===== src/rtl/reg_bank_plus_pkg.sv =====
// Shared op encodings for the register bank and its op unit.
package reg_bank_pkg;
  localparam int OP_W = 3;
  typedef logic [OP_W-1:0] op_t;

  localparam op_t OP_NOP  = 3'b000;
  localparam op_t OP_LOAD = 3'b001;
  localparam op_t OP_CLR  = 3'b010;
  localparam op_t OP_INC  = 3'b011;
  localparam op_t OP_DEC  = 3'b100;
  localparam op_t OP_SHL  = 3'b101;
  localparam op_t OP_SHR  = 3'b110;
  localparam op_t OP_ROL  = 3'b111;
endpackage


===== src/rtl/reg_bank_plus_if.sv =====
// Write/modify port and two read ports of the register bank, plus status flags.
interface reg_bank_plus_if #(
  parameter int WIDTH = 4,
  parameter int DEPTH = 4
);
  import reg_bank_pkg::*;
  localparam int ADDR_W = $clog2(DEPTH);

  logic              wr_en;
  op_t               op;
  logic [ADDR_W-1:0] wr_addr;
  logic [WIDTH-1:0]  data_in;
  logic [ADDR_W-1:0] rd_addr_a;
  logic [ADDR_W-1:0] rd_addr_b;
  logic [WIDTH-1:0]  data_out_a;
  logic [WIDTH-1:0]  data_out_b;
  logic              flag_z;
  logic              flag_c;
  logic              op_err;

  modport master (
    output wr_en, op, wr_addr, data_in, rd_addr_a, rd_addr_b,
    input  data_out_a, data_out_b, flag_z, flag_c, op_err
  );
  modport slave (
    input  wr_en, op, wr_addr, data_in, rd_addr_a, rd_addr_b,
    output data_out_a, data_out_b, flag_z, flag_c, op_err
  );
endinterface


===== src/rtl/reg_bank_plus_op_unit.sv =====
// Combinational in-place op: (op, R, data_in) -> (result, carry). NOP passes R through.
module reg_op_unit
  import reg_bank_pkg::*;
#(
  parameter int WIDTH = 4
) (
  input  op_t              op,
  input  logic [WIDTH-1:0] r,
  input  logic [WIDTH-1:0] data_in,
  output logic [WIDTH-1:0] result,
  output logic             carry
);
  always_comb begin
    result = r;
    carry  = 1'b0;
    case (op)
      OP_LOAD: result = data_in;
      OP_CLR:  result = '0;
      // Extra top bit captures carry-out on INC and borrow on DEC.
      OP_INC:  {carry, result} = {1'b0, r} + (WIDTH+1)'(1);
      OP_DEC:  {carry, result} = {1'b0, r} - (WIDTH+1)'(1);
      OP_SHL:  {carry, result} = {r, 1'b0};
      OP_SHR:  {result, carry} = {1'b0, r};
      OP_ROL: begin
        result = {r[WIDTH-2:0], r[WIDTH-1]};
        carry  = r[WIDTH-1];
      end
      default: begin
        result = r;
        carry  = 1'b0;
      end
    endcase
  end
endmodule


===== src/rtl/reg_bank_plus.sv =====
// DEPTH x WIDTH register bank: one modify port, two registered read ports with write-first bypass.
// Out-of-range writes are dropped with a one-cycle op_err; out-of-range reads return 0.
module reg_bank_plus
  import reg_bank_pkg::*;
#(
  parameter int WIDTH = 4,
  parameter int DEPTH = 4
) (
  input logic          clk,
  input logic          clear_n,
  reg_bank_plus_if.slave bus
);
  localparam int ADDR_W = $clog2(DEPTH);

  logic [WIDTH-1:0] regs [DEPTH];
  logic [WIDTH-1:0] cur, result, nxt_a, nxt_b;
  logic [WIDTH-1:0] out_a, out_b;
  logic             carry, z_q, c_q, err_q;
  logic             wr_ok, do_write, rd_a_ok, rd_b_ok;

  assign wr_ok    = int'(bus.wr_addr) < DEPTH;
  assign rd_a_ok  = int'(bus.rd_addr_a) < DEPTH;
  assign rd_b_ok  = int'(bus.rd_addr_b) < DEPTH;
  assign do_write = bus.wr_en && wr_ok && (bus.op != OP_NOP);

  always_comb begin
    cur = '0;
    if (wr_ok) cur = regs[bus.wr_addr];
  end

  reg_op_unit #(.WIDTH(WIDTH)) u_op (
    .op      (bus.op),
    .r       (cur),
    .data_in (bus.data_in),
    .result  (result),
    .carry   (carry)
  );

  // Reads see the register contents as they will be after this edge.
  always_comb begin
    nxt_a = '0;
    nxt_b = '0;
    if (rd_a_ok) nxt_a = (do_write && bus.rd_addr_a == bus.wr_addr) ? result : regs[bus.rd_addr_a];
    if (rd_b_ok) nxt_b = (do_write && bus.rd_addr_b == bus.wr_addr) ? result : regs[bus.rd_addr_b];
  end

  always_ff @(posedge clk) begin
    if (!clear_n) begin
      for (int i = 0; i < DEPTH; i++) regs[i] <= '0;
      out_a <= '0;
      out_b <= '0;
      z_q   <= 1'b0;
      c_q   <= 1'b0;
      err_q <= 1'b0;
    end else begin
      if (do_write) begin
        regs[bus.wr_addr] <= result;
        z_q               <= (result == '0);
        c_q               <= carry;
      end
      out_a <= nxt_a;
      out_b <= nxt_b;
      err_q <= bus.wr_en && !wr_ok;
    end
  end

  assign bus.data_out_a = out_a;
  assign bus.data_out_b = out_b;
  assign bus.flag_z     = z_q;
  assign bus.flag_c     = c_q;
  assign bus.op_err     = err_q;
endmodule


===== src/flat_wrapper.sv =====
// flat-port wrapper written by rule: the top's interface ports become plain ports
module reg_bank_plus_flat import reg_bank_pkg::*;
#(
  parameter int WIDTH = 4,
  parameter int DEPTH = 4
)
  (clk, clear_n, bus_wr_en, bus_op, bus_wr_addr, bus_data_in, bus_rd_addr_a, bus_rd_addr_b, bus_data_out_a, bus_data_out_b, bus_flag_z, bus_flag_c, bus_op_err);
  reg_bank_plus_if #(.WIDTH(WIDTH), .DEPTH(DEPTH)) bus_i ();
  input logic clk;
  input logic clear_n;
  input wire logic [$bits(bus_i.wr_en)-1:0] bus_wr_en;
  input wire logic [$bits(bus_i.op)-1:0] bus_op;
  input wire logic [$bits(bus_i.wr_addr)-1:0] bus_wr_addr;
  input wire logic [$bits(bus_i.data_in)-1:0] bus_data_in;
  input wire logic [$bits(bus_i.rd_addr_a)-1:0] bus_rd_addr_a;
  input wire logic [$bits(bus_i.rd_addr_b)-1:0] bus_rd_addr_b;
  output wire logic [$bits(bus_i.data_out_a)-1:0] bus_data_out_a;
  output wire logic [$bits(bus_i.data_out_b)-1:0] bus_data_out_b;
  output wire logic [$bits(bus_i.flag_z)-1:0] bus_flag_z;
  output wire logic [$bits(bus_i.flag_c)-1:0] bus_flag_c;
  output wire logic [$bits(bus_i.op_err)-1:0] bus_op_err;
  assign bus_i.wr_en = bus_wr_en;
  assign bus_i.op = bus_op;
  assign bus_i.wr_addr = bus_wr_addr;
  assign bus_i.data_in = bus_data_in;
  assign bus_i.rd_addr_a = bus_rd_addr_a;
  assign bus_i.rd_addr_b = bus_rd_addr_b;
  assign bus_data_out_a = bus_i.data_out_a;
  assign bus_data_out_b = bus_i.data_out_b;
  assign bus_flag_z = bus_i.flag_z;
  assign bus_flag_c = bus_i.flag_c;
  assign bus_op_err = bus_i.op_err;
  reg_bank_plus #(.WIDTH(WIDTH), .DEPTH(DEPTH)) u_core (.clk(clk), .clear_n(clear_n), .bus(bus_i));
endmodule

===== config.mk =====
export PLATFORM = sky130hd
export DESIGN_NAME = reg_bank_plus_flat
export DESIGN_NICKNAME = d
export VERILOG_FILES = /design/src/rtl/reg_bank_plus_pkg.sv /design/src/rtl/reg_bank_plus_if.sv /design/src/rtl/reg_bank_plus_op_unit.sv /design/src/rtl/reg_bank_plus.sv /design/src/flat_wrapper.sv
export SDC_FILE = /design/constraint.sdc
export NUM_CORES = 1
export LEC_CHECK = 0
export CORE_AREA = 2 2 64 66
export DETAILED_ROUTE_END_ITERATION = 12
export DIE_AREA = 0 0 66 68
export GPL_ROUTABILITY_DRIVEN = 0
export PLACE_DENSITY = 0.71
export SYNTH_ARGS = -nofsm -noshare
export SYNTH_HDL_FRONTEND = slang
export SYNTH_SLANG_ARGS = --single-unit

===== constraint.sdc =====
create_clock -name clk -period 5.9 [get_ports clk]
set_input_delay 0.885 -clock clk [delete_from_list [all_inputs] [get_ports clk]]
set_output_delay 0.885 -clock clk [all_outputs]
set_load 0.01 [all_outputs]

======== Word level (Yosys, flattened, before mapping) ========
Memories as Yosys holds them, arrays and structs flattened. A register that Yosys moved wholly into a read port is not among the register bits.
Index checks and enable logic that the tools add are counted.
storage, ports and cells
  register bits ........................... 2
  bits in writable memories ............... 16
  input port bits ......................... 16
  memories ................................ 1
memory list
  name         depth  bits a word  read ports  clocked after memory_dff  write ports  line                 RTL
  u_core.regs  4      4            3           2                         4            reg_bank_plus.sv:15  logic [WIDTH-1:0] regs [DEPTH];
cells by class
  add/subtract/negate cells ............... 2
  eq/ne operators ......................... 7
  multiplexer cells ....................... 9
  reductions and logical operators ........ 7
operator list
  operator             number
  $pmux 4 s7           1
  $eq 3x3->1 const B   4
  $eq 3x2->1 const B   2
  $add 4x1->5 const B  1
  $mux 1               5
  $sub 4x1->5 const B  1
  $logic_not 4->1      1
  $mux 4               1
  $pmux 1 s4           1
  $reduce_or 4->1      1
  $eq 3x1->1 const B   1
  $reduce_bool 3->1    1
  $logic_not 1->1      2
  $mux 2               1
  $reduce_or 2->1      1
  $logic_and 1x1->1    1

======== Longest topological paths before layout ========
  word-level depth ........................ 7
  mapped depth ............................ 10
  gate-level depth less buffers ........... 8

======== Cells and area by module ========
From an unflattened synthesis, not the netlist that was laid out.
second synthesis, totals
  cell total of the unflattened synthesis .. 173
  area total of the unflattened synthesis .. 1883.1 µm²
by module, submodules not included
  module         times used  cells each  area each (µm²)  seq. area each (µm²)
  reg_bank_plus  1           113         1461.4           680.7
  reg_op_unit    1           60          421.7            0.0

======== Least setup slack after synthesis ========
Ideal clock, no wire load.
  path kind ............................... input -> register
  from .................................... input port bus_wr_addr[0]
  to ...................................... memory u_core.regs[0][2], data pin
  library setup time ...................... 0.261 ns
  arrival time ............................ 2.797 ns
  data required time ...................... 5.639 ns
  setup slack ............................. 2.842 ns
  stages on the path ...................... 9
  path buffers ............................ 2
  path through ............................ buf_6 mux4_1 buf_4 ha_1 xor2_1 a211o_1 o21a_1 o22ai_2 nor2_1
RTL lines
  element          line                 RTL
  start, declared  flat_wrapper.sv:13   input wire logic [$bits(bus_i.wr_addr)-1:0] bus_wr_addr;
  end, declared    reg_bank_plus.sv:15

==> impl_metrics.yaml <==
outcome:
  status: "finished clean"
logic_synthesis:
  synth_area_mm2: 0.00186
  synth_top_family_by_area: "simple AND/OR/NAND/NOR gates"
  synth.mux.area_fraction_pct: 16.0
  seq_area_frac_synth_pct: 36.7
  synth_xor_area_share_pct: 1.89
  syn_inst: 192
  synth-compound-area-share_pct: 18.9
  ys_warn_count: 0
  synthArstFlopShare_pct: 0
  synth.avg_cell_area_um2: 9.67
  synth_edf_count: 16
  syn-num-nets: 210
  ys_ff_latch: 26
  yosys.area_share.adder_pct: 1.35
  synth_flop_cell: "edfxtp_1"
  synth-simple-area-share_pct: 19.3
  synth_cell_types: 55
global_routing:
  grt-ovfl-total: 0
  grt_pass1_wl_um: 7320
  antenna_found_initial: 0
  grt_pass1_vias: 1494
  grt_max_degree: 22
  track_usage_pct: 21.5
worst_setup_path:
  crit_fanout: 11
  timing_worst_setup_path_type: "in -> reg"
  critPathMaxStageDelay_ns: 0.84
  critPathTopFamily: "multiplexers"
  crit_chain: "clkdlybuf4s50_1 > mux4_1 > inv_1 > ha_1 > mux2_2 > a221oi_1 > a21o_1 > nor3b_1 > o21a_1"
  cp.arrival_ns: 3.95
  cp-start-kind: "primary input"
  crit_path_end_kind: "register"
  cp_slowest_cell: "mux4_1"
  cp.depth: 9
  critPathBufInv: 2
  cp.required_ns: 6.08
  rr_worst_depth: 8
clock_network:
  cts_buffers: 3
  cts.reportedPaths.clkPinSlew_ns: 0.09
  clockBufferDepth: 2
  worstSkewPairLatency_ns: 0.28
  cts_resized: 0
  hold_buffers: 0
  ctsRootBufferMaster: "clkbuf_8"
  post_cts_buffers: 0
  cts_tree: "done"
  cts.sinks: 26
  htreeDepth: 1
floorplanning:
  die_x_um: 66
  start_util_pct: 48.2
  dieArea_mm2: 0.00449
  core-area_mm2: 0.00386
  io-pin-count: 27
  die_h_um: 68
  rows: 23
placed_design:
  post-dp-hpwl_um: 3300
  placed_cell_area_mm2: 0.00208
  port_buffers: 25
drt:
  ant_nets: 0
  wirelength_um: 4520
  drtPass1Iterations: 5
  drtIter0Drc: 164
  drc: 0
  wl_per_cell_um: 17.7
  viasPerCell: 6.15
  num_vias: 1568
timing:
  fin_crit_ns: 3.77
  fin_crit_sh_pct: 64.0
  rsz0062_at_grt: "false"
  slew_viol_final: 0
  fin_skew_ns: 0.00396
  worst_slew_pin_slew_ns: 0.647
  finalSetupTns_ns: 0
  finalSetupViolations: 0
  fmax_ghz: 0.265
  hold_violations: 0
  slew_headroom_pct: 56.7
run:
  maxCapViolCount: 0
min_path:
  hold_class: "reg -> reg"
  whs_path_depth: 2
power:
  p_leak_nw: 0.790
  p_per_area_mw_per_mm2: 226
  vdd_drop_max_mv: 0.165
  finalPower_uw: 486
cells_and_area:
  area_growth_pct: 16.0
  fill_cells: 345
  drive_gt1_share_pct: 11.7
  nets: 224
  antennaDiodeCount: 0
  stdcell_area_mm2: 0.00215
## worst min-delay path: stages (launching register included)
cell     delay (ns)
dfxtp_1        0.34
o21ai_0        0.08
a21oi_1        0.10
## path summary, 6_finish.rpt
check	startpoint	end	slack, ns
max	bus_wr_addr[0]	u_core.bus.data_out_b[1]	2.13
min	u_core.bus.flag_c	u_core.bus.flag_c	0.56
max reg2reg	u_core.regs[1][0]	u_core.bus.data_out_b[1]	3.13
min reg2reg	u_core.bus.flag_c	u_core.bus.flag_c	0.56
## cells in the mapped netlist (all sizes together), types with 3 or more instances
cell    instances  area share, %
xor2            3            1.4
clkbuf          8            1.6
o21ai          14            3.8
buf             8            3.0
nand2          22            4.4
inv             5            1.0
nor3            3           0.81
edfxtp         16             26
nand2b          3            1.0
mux4           12             15
nor2           22            4.4
o21a            4            1.6
and2            3            1.0
dfxtp          10             11
nand3           6            1.6
a21oi          11            3.2
## routing by layer
layer | up-vias | GRT usage [%] | wire, um
met5 | - | 0 | 0
met4 | 0 | 5.61 | 53
met3 | 8 | 4.28 | 445
met2 | 88 | 38.0 | 2270
met1 | 732 | 27.3 | 1750
li1 | 740 | - | -
## report_power, final
part           total [mW]  leakage [nW]  internal [mW]  switching (mW)
combinational       0.125         0.505         0.0567          0.0679
sequential          0.211         0.249          0.205         0.00674
clock               0.150        0.0357         0.0909          0.0594
## registers in the layout (all words and copies together), names as in the netlist
register,flops
u_core.bus.data_out_a,4
u_core.bus.data_out_b,4
u_core.bus.flag_c,1
u_core.bus.flag_z,1
u_core.regs,16
## cells in the final DEF (no fill, tap or decap), types with 4 or more instances in the layout
cell	n
mux4_2	11
edfxtp_1	16
nor2_1	22
clkdlybuf4s50_1	25
dfxtp_1	10
a21oi_1	10
o21ai_0	10
o21ai_1	4
inv_1	5
nand3_1	6
o21a_1	4
nand2_1	22
## kinds of logic after synthesis
logic type,after synthesis
DFF,26
and+or+nand+nor,74
other,1
xor gates and xnor gates,4
buffers and inverters,21
adders and majority gates,2
AOI/OAI and AO/OA,50
muxes,14
## final cells by class
cell class / count / area (um^2) / area share, %
well taps: 50 / 62.6 / 2.90
repair buffers: 25 / 250 / 11.6
multi-input cells: 145 / 1070 / 49.7
clock buffers: 3 / 41.3 / 1.92
inverters: 5 / 18.8 / 0.871
flip-flops and latches: 26 / 681 / 31.6
clock inverters: 1 / 30.0 / 1.39
## metrics by stage
| step | instances | util (%) | worst slack, ns | hold slack [ns] |
|---|---|---|---|---|
| 2_1_floorplan | 192 | - | 2.84 | 0.558 |
| 3_3_place_gp | 251 | 54.0 | 1.96 | 0.530 |
| 3_5_place_dp | 251 | 54.0 | 1.87 | 0.550 |
| 4_1_cts | 255 | 55.9 | 2.16 | 0.571 |
| 5_1_grt | 255 | 55.9 | 1.94 | 0.604 |
| 6_report | 255 | 55.9 | 2.13 | 0.561 |
Note: power is estimated with default switching activity, not from simulation.
